$ cat config.mk
export PLATFORM = sky130hd
export DESIGN_NAME = fir_output_decimator
export DESIGN_NICKNAME = d
export VERILOG_FILES = /design/src/rtl/fir_out_pkg.sv /design/src/rtl/fir_out_fifo2.sv /design/src/rtl/fir_output_decimator.sv
export SDC_FILE = /design/constraint.sdc
export NUM_CORES = 1
export LEC_CHECK = 0
export BUFFER_PORTS_ARGS = -buffer_cell sky130_fd_sc_hd__buf_2
export CAP_MARGIN = 5
export CORE_UTILIZATION = 53
export CTS_BUF_LIST = sky130_fd_sc_hd__clkbuf_8
export CTS_CLUSTER_SIZE = 8
export DETAILED_ROUTE_END_ITERATION = 8
export HOLD_SLACK_MARGIN = 0.03
export PLACE_DENSITY = 0.86
export SLEW_MARGIN = 40
export SYNTH_ARGS = -nofsm -noshare
export SYNTH_HDL_FRONTEND = slang
export SYNTH_HIERARCHICAL = 1
export SYNTH_SLANG_ARGS = --single-unit
$ cat constraint.sdc
create_clock -name i_clk -period 3.12 [get_ports i_clk]
set_input_delay 0.312 -clock i_clk [delete_from_list [all_inputs] [get_ports i_clk]]
set_output_delay 0.312 -clock i_clk [all_outputs]
set_load 0.02 [all_outputs]
$ cat src/rtl/fir_out_pkg.sv
// Shared defaults and helpers for the FIR output decimator.
// Defining FIR_OUT_CONVERGENT_EN switches rounding to round-half-to-even.
package fir_out_pkg;

    localparam int IW_DEF    = 31;
    localparam int SHIFT_DEF = 11;
    localparam int OW_DEF    = 16;
    localparam int DW_DEF    = 8;

`ifdef FIR_OUT_CONVERGENT_EN
    localparam bit CONVERGENT = 1'b1;
`else
    localparam bit CONVERGENT = 1'b0;
`endif

    // odd is the LSB that survives the shift; it only matters for convergent rounding.
    function automatic logic [31:0] rnd_const(input int shift, input logic odd);
        logic [31:0] half;
        half = 32'd1 << (shift - 1);
        return CONVERGENT ? (half - 32'd1 + {31'd0, odd}) : half;
    endfunction

    function automatic int sat_max(input int ow);
        return (1 << (ow - 1)) - 1;
    endfunction

    function automatic int sat_min(input int ow);
        return -(1 << (ow - 1));
    endfunction

endpackage

$ cat src/rtl/fir_out_fifo2.sv
// Two-entry valid/ready FIFO; a push into a full FIFO is accepted only when
// the head is popped in the same cycle.
module fir_out_fifo2 #(
    parameter int W = 16
) (
    input  logic         i_clk,
    input  logic         i_reset,
    input  logic         i_push,
    input  logic [W-1:0] i_data,
    input  logic         i_ready,
    output logic         o_valid,
    output logic [W-1:0] o_data,
    output logic         o_full,
    output logic         o_accept
);

    logic [1:0]   cnt_q, cnt_d;
    logic [W-1:0] head_q, head_d, tail_q, tail_d;
    logic         pop;

    always_comb begin
        pop      = (cnt_q != 2'd0) && i_ready;
        o_accept = i_push && ((cnt_q != 2'd2) || pop);
        head_d   = head_q;
        tail_d   = tail_q;
        cnt_d    = cnt_q;
        case ({pop, o_accept})
            2'b01: begin
                if (cnt_q == 2'd0) head_d = i_data;
                else               tail_d = i_data;
                cnt_d = cnt_q + 2'd1;
            end
            2'b10: begin
                head_d = tail_q;
                cnt_d  = cnt_q - 2'd1;
            end
            2'b11: begin
                if (cnt_q == 2'd1) begin
                    head_d = i_data;
                end else begin
                    head_d = tail_q;
                    tail_d = i_data;
                end
            end
            default: ;
        endcase
    end

    always_ff @(posedge i_clk or posedge i_reset) begin
        if (i_reset) begin
            cnt_q  <= 2'd0;
            head_q <= '0;
            tail_q <= '0;
        end else begin
            cnt_q  <= cnt_d;
            head_q <= head_d;
            tail_q <= tail_d;
        end
    end

    assign o_valid = (cnt_q != 2'd0);
    assign o_full  = (cnt_q == 2'd2);
    assign o_data  = head_q;

endmodule

$ cat src/rtl/fir_output_decimator.sv
// Decimate, round and saturate the FIR accumulator into a 2-entry output buffer.
// FIR_OUT_CONVERGENT_EN selects round-half-to-even; default is round-half-up.
module fir_output_decimator
    import fir_out_pkg::*;
#(
    parameter int IW    = IW_DEF,
    parameter int SHIFT = SHIFT_DEF,
    parameter int OW    = OW_DEF,
    parameter int DW    = DW_DEF
) (
    input  logic          i_clk,
    input  logic          i_reset,
    input  logic          i_ce,
    input  logic [IW-1:0] i_result,
    input  logic [DW-1:0] i_decim,
    output logic          o_valid,
    input  logic          i_ready,
    output logic [OW-1:0] o_data,
    output logic          o_sat,
    output logic          o_overflow,
    input  logic          i_clr_ovf
);

    localparam int RW = IW + 1 - SHIFT;
    localparam logic signed [RW-1:0] HI = RW'(sat_max(OW));
    localparam logic signed [RW-1:0] LO = RW'(sat_min(OW));

    logic                 ce_d_q, ce_d_d;
    logic                 load_q, load_d;
    logic [DW-1:0]        d_q, d_d, phase_q, phase_d;
    logic [1:0]           vld_pipe_q, vld_pipe_d;
    logic [IW-1:0]        a_q, a_d;
    logic signed [RW-1:0] b_q, b_d;
    logic                 sat_q, sat_d, ovf_q, ovf_d;
    logic                 keep, wrap, c_sat, accept, fifo_full;
    logic signed [IW:0]   sum;
    logic [OW-1:0]        c_data;

    always_comb begin
        ce_d_d  = i_ce;
        load_d  = 1'b0;
        d_d     = d_q;
        phase_d = phase_q;
        wrap    = (d_q <= DW'(1)) || (phase_q == d_q - DW'(1));
        keep    = ce_d_q && (phase_q == '0);
        // D is captured on the first clock out of reset and then only at period wraps.
        if (load_q) begin
            d_d = i_decim;
        end else if (ce_d_q) begin
            if (wrap) begin
                phase_d = '0;
                d_d     = i_decim;
            end else begin
                phase_d = phase_q + DW'(1);
            end
        end

        vld_pipe_d = {vld_pipe_q[0], keep};
        a_d        = keep ? i_result : a_q;
        sum        = $signed({a_q[IW-1], a_q}) + $signed((IW+1)'(rnd_const(SHIFT, a_q[SHIFT])));
        b_d        = vld_pipe_q[0] ? RW'(sum >>> SHIFT) : b_q;

        c_sat  = 1'b1;
        if (b_q > HI)      c_data = {1'b0, {(OW-1){1'b1}}};
        else if (b_q < LO) c_data = {1'b1, {(OW-1){1'b0}}};
        else begin
            c_data = b_q[OW-1:0];
            c_sat  = 1'b0;
        end

        sat_d = vld_pipe_q[1] && accept && c_sat;
        // A new drop wins over a same-cycle clear.
        if (vld_pipe_q[1] && !accept) ovf_d = 1'b1;
        else if (i_clr_ovf)           ovf_d = 1'b0;
        else                          ovf_d = ovf_q;
    end

    always_ff @(posedge i_clk or posedge i_reset) begin
        if (i_reset) begin
            ce_d_q     <= 1'b0;
            load_q     <= 1'b1;
            d_q        <= '0;
            phase_q    <= '0;
            vld_pipe_q <= '0;
            a_q        <= '0;
            b_q        <= '0;
            sat_q      <= 1'b0;
            ovf_q      <= 1'b0;
        end else begin
            ce_d_q     <= ce_d_d;
            load_q     <= load_d;
            d_q        <= d_d;
            phase_q    <= phase_d;
            vld_pipe_q <= vld_pipe_d;
            a_q        <= a_d;
            b_q        <= b_d;
            sat_q      <= sat_d;
            ovf_q      <= ovf_d;
        end
    end

    fir_out_fifo2 #(.W(OW)) u_fifo (
        .i_clk    (i_clk),
        .i_reset  (i_reset),
        .i_push   (vld_pipe_q[1]),
        .i_data   (c_data),
        .i_ready  (i_ready),
        .o_valid  (o_valid),
        .o_data   (o_data),
        .o_full   (fifo_full),
        .o_accept (accept)
    );

    assign o_sat      = sat_q;
    assign o_overflow = ovf_q;

endmodule

==> results by group <==
STA
  – Fmax: 0.375 GHz
  – Max Slew Vio Count: 0
  – Setup TNS: 0 ps
  – RSZ-0062 raised after global routing: false
  – Final Cycle Share: 85.5%
  – Max-Slew Margin vs Limit: approximately 55%
  – Final setup fails: 0
  – Layout Skew: between 7 and 8 ps
  – Worst Max-Slew Pin Slew: 669 ps
  – Minimum clock period: 2670 ps
  – Final Hold Fails: 0

Drt
  – DRC: 0
  – Antenna Nets Post-Route: 0
  – Routed vias: 3628
  – Drt total wl: about 9600 um
  – WL/cell: 14.6 um
  – Via density: 5.49
  – Initial drt markers: 201
  – Pre-antenna DRT Iters: 8

Min path
  – Worst Hold Class: input pin to register

Cells and area
  – Most frequent cells in the layout: 103 x nand2_1, 97 x dfrtp_1, 52 x buf_2
  – Finished Layout Cells: ~660
  – Ant. Diodes: 0
  – Area Overhead vs Synth: 10.4%
  – Register area: 0.00245 mm^2
  – Area of the multi-input gates: 0.00226 mm^2
  – Ratio of cells with drive above 1 in the final layout: 19.3%
  – Layout fillers: 744
  – Fin nets: 600
  – Most common cell after layout, fill and taps aside: nand2_1

Synthesis
  – Synth area leaders: dfrtp_1 49%, nand2_1 7.9%, xnor2_1 3.4%
  – Syn nets: 556
  – Synth Flop Type: dfrtp_1
  – Combinational family with the most area after synthesis: simple AND/OR/NAND/NOR gates
  – Simple-gate share of the synthesized area: 20.1%
  – Largest area contributor in the netlist: dfrtp_1
  – Post-synthesis mux area share: about 5.4%
  – Post-synthesis async set-or-reset flop share: 100%
  – EDFF count, synth: 0
  – Cells after Synth: 504
  – Avg Cell Area, Syn: 9.76 um^2
  – Post-synthesis xor/xnor area fraction: a little under 7%
  – Top cell type's share of synthesized area: 49.4%
  – Ys Warns: 6
  – Register bit total from synthesis: 98
  – Post-Synth Adder-Cell Area: 2.04%
  – Synth Area in Compound Gates: 11.5%
  – Post-synthesis cell area: between 0.004 and 0.005 mm^2
  – Yosys cell types: 53
  – Register area share after synthesis: between 40% and 50%

Setup path
  – Worst Setup End Kind: register
  – Worst Setup Start Kind: register
  – Worst EP required: 3370 ps
  – Setup CP Type: register to register
  – Worst EP arrival: 2920 ps
  – Critical-path maximum fanout: 8

Floorplan
  – Row count: 34
  – Total core area: 0.00885 mm^2
  – I/O pin cnt: 63
  – Die W: 98.3 um
  – Die area: 0.00967 mm^2
  – Initial Util: 55.6%
  – Chip height: 98.3 um

Clock tree
  – CTS Buffer Depth: 2
  – Total CTS buffers: 9
  – CTS tree: yes
  – Setup bufs post-CTS: 0
  – Depth of the CTS H-tree: 3
  – Clock Sink Count: 98
  – CTS clk-pin slew, worst paths: 90 ps
  – Clk Latency, worst-skew pair: 360 ps
  – Root Driver: clkbuf_8

Global routing
  – Largest net degree at the start of global routing: 47
  – Grt total ovfl: 0
  – Initial antenna violation count: 0
  – First-pass GRT wire length: 16900 um
  – Global router's overall resource usage: 22.0%
  – Vias in the first global route: 3653

Place
  – Detailed Place HPWL: just under 7000 um
  – IO Port Bufs: 52
  – Placed Cells: 643
  – Routability cong.: 0.833

Run status
  – Status: finished clean

Power and ir drop
  – Leak pwr: 2.38 nW
  – Power density cells: 895 mW/mm^2
  – VDD IR max: 0.000503 V
  – Sequential power share: 45.5%
  – Psw: 1.94 mW
  – Logic pwr share: 37.6%
  – Int Pwr: 2.92 mW
  – Switch share: 39.9%
  – Clk pwr share: between 10% and 20%

Run
  – Max_cap viols: 0
[state kept, by name, summed over array words and instances, names as in the netlist]
| register | count |
|---|---|
| b_q | 21 |
| u_fifo/o_data | 16 |
| a_q | 21 |
| u_fifo/tail_q | 16 |
| ce_d_q | 1 |
| o_sat | 1 |
| vld_pipe_q | 2 |
| phase_q | 8 |
| u_fifo/cnt_q | 2 |
| o_overflow | 1 |
| d_q | 8 |
| load_q | 1 |
[synthesized netlist by cell type (2+ instances only)]
| master | number |
|---|---|
| nand2_1 | 103 |
| dfrtp_1 | 97 |
| nand3_1 | 30 |
| nor2_1 | 29 |
| a21oi_1 | 28 |
| nor3_1 | 19 |
| o21ai_0 | 19 |
| xnor2_1 | 19 |
| xor2_1 | 19 |
| clkbuf_1 | 17 |
| inv_1 | 16 |
| mux2_1 | 11 |
| a31oi_2 | 10 |
| ha_1 | 8 |
| mux2_2 | 8 |
| a31oi_1 | 6 |
| a22o_2 | 5 |
| nand4_1 | 5 |
| and4_1 | 4 |
| buf_6 | 4 |
| buf_1 | 3 |
| nand2b_1 | 3 |
| nor4_1 | 3 |
| and3_1 | 2 |
| buf_2 | 2 |
| mux2_4 | 2 |
| mux2i_1 | 2 |
| nor2b_1 | 2 |
| nor3b_1 | 2 |
| o21ai_1 | 2 |
| o22ai_1 | 2 |
[metrics by stage]
stage	power (mW)	util (%)	hold WS, ps	instance area, um^2	worst slack, ps
finish	4.86	61.3	135	5430	454
global route	5.24	61.3	129	5430	351
CTS	4.89	61.2	32.4	5420	449
detailed placement	4.05	58.9	338	5210	465
global placement	3.94	58.9	317	5210	514
floorplan	3.61	-	343	4920	621
[path summary, 6_finish.rpt]
kind                                                from                             to  slack [ps]  cells after the start
min                                         i_result[11]            a_q[11]$_DFFE_PP0P_         140                      3
max                                   d_q[2]$_DFFE_PP0P_             d_q[0]$_DFFE_PP0P_         450                      6
min reg2reg                u_fifo/tail_q[10]$_DFFE_PP0P_  u_fifo/tail_q[10]$_DFFE_PP0P_         500                      1
max in group asynchronous                        i_reset             b_q[4]$_DFFE_PP0P_        1720                      4
min in group asynchronous                        i_reset             d_q[6]$_DFFE_PP0P_         490                      3
max reg2reg                           d_q[2]$_DFFE_PP0P_             d_q[0]$_DFFE_PP0P_         450                      6
[worst max-delay path, stage by stage, from the launching register on]
cell	delay, ps
dfrtp_1	460
or3_1	430
or4_4	500
a2111oi_4	440
a41oi_4	240
nand2_4	180
mux2_4	310
[power by group through the flow]
stage | combinational [mW] | sequential, mW | clock [mW]
final | 1.83 | 2.21 | 0.824
after floorplan | 1.39 | 2.22 | 0
after CTS | 1.84 | 2.20 | 0.842
after global placement | 1.75 | 2.19 | 0
after global routing | 2.06 | 2.29 | 0.897
after detailed placement | 1.83 | 2.22 | 0
[kinds of logic (layout without fill, tap and decap cells)]
| logic type | count (synthesis) | after routing |
|---|---|---|
| fa+ha+maj | 8 | 8 |
| simple gates | 214 | 214 |
| compound gates | 79 | 79 |
| other cells | 1 | 1 |
| xor+xnor | 38 | 38 |
| flops | 98 | 98 |
| mux | 23 | 23 |
| buf+inv | 43 | 92 |
[routing by layer]
metal	routed length [um]	global-route usage [%]	vias to the layer above
li1	-	-	1815
met1	4470	28.9	1713
met2	4650	36.4	90
met3	383	4.58	10
met4	119	7.58	0
met5	0	0	-
[final cells by class]
cell class / count / area share [%]
sequential: 98 / 45.2
inverter: 16 / 1.11
clock inverter: 6 / 1.08
tap: 108 / 2.49
multi-input combinational: 363 / 41.6
timing repair buffer: 60 / 5.99
clock buffer: 10 / 2.54
[repair_timing]
item                      CTS  global route
resized for setup           0             0
hold endpoints to repair   17             1
hold buffers                1             1
No activity file was read; power rests on OpenSTA's default activity.
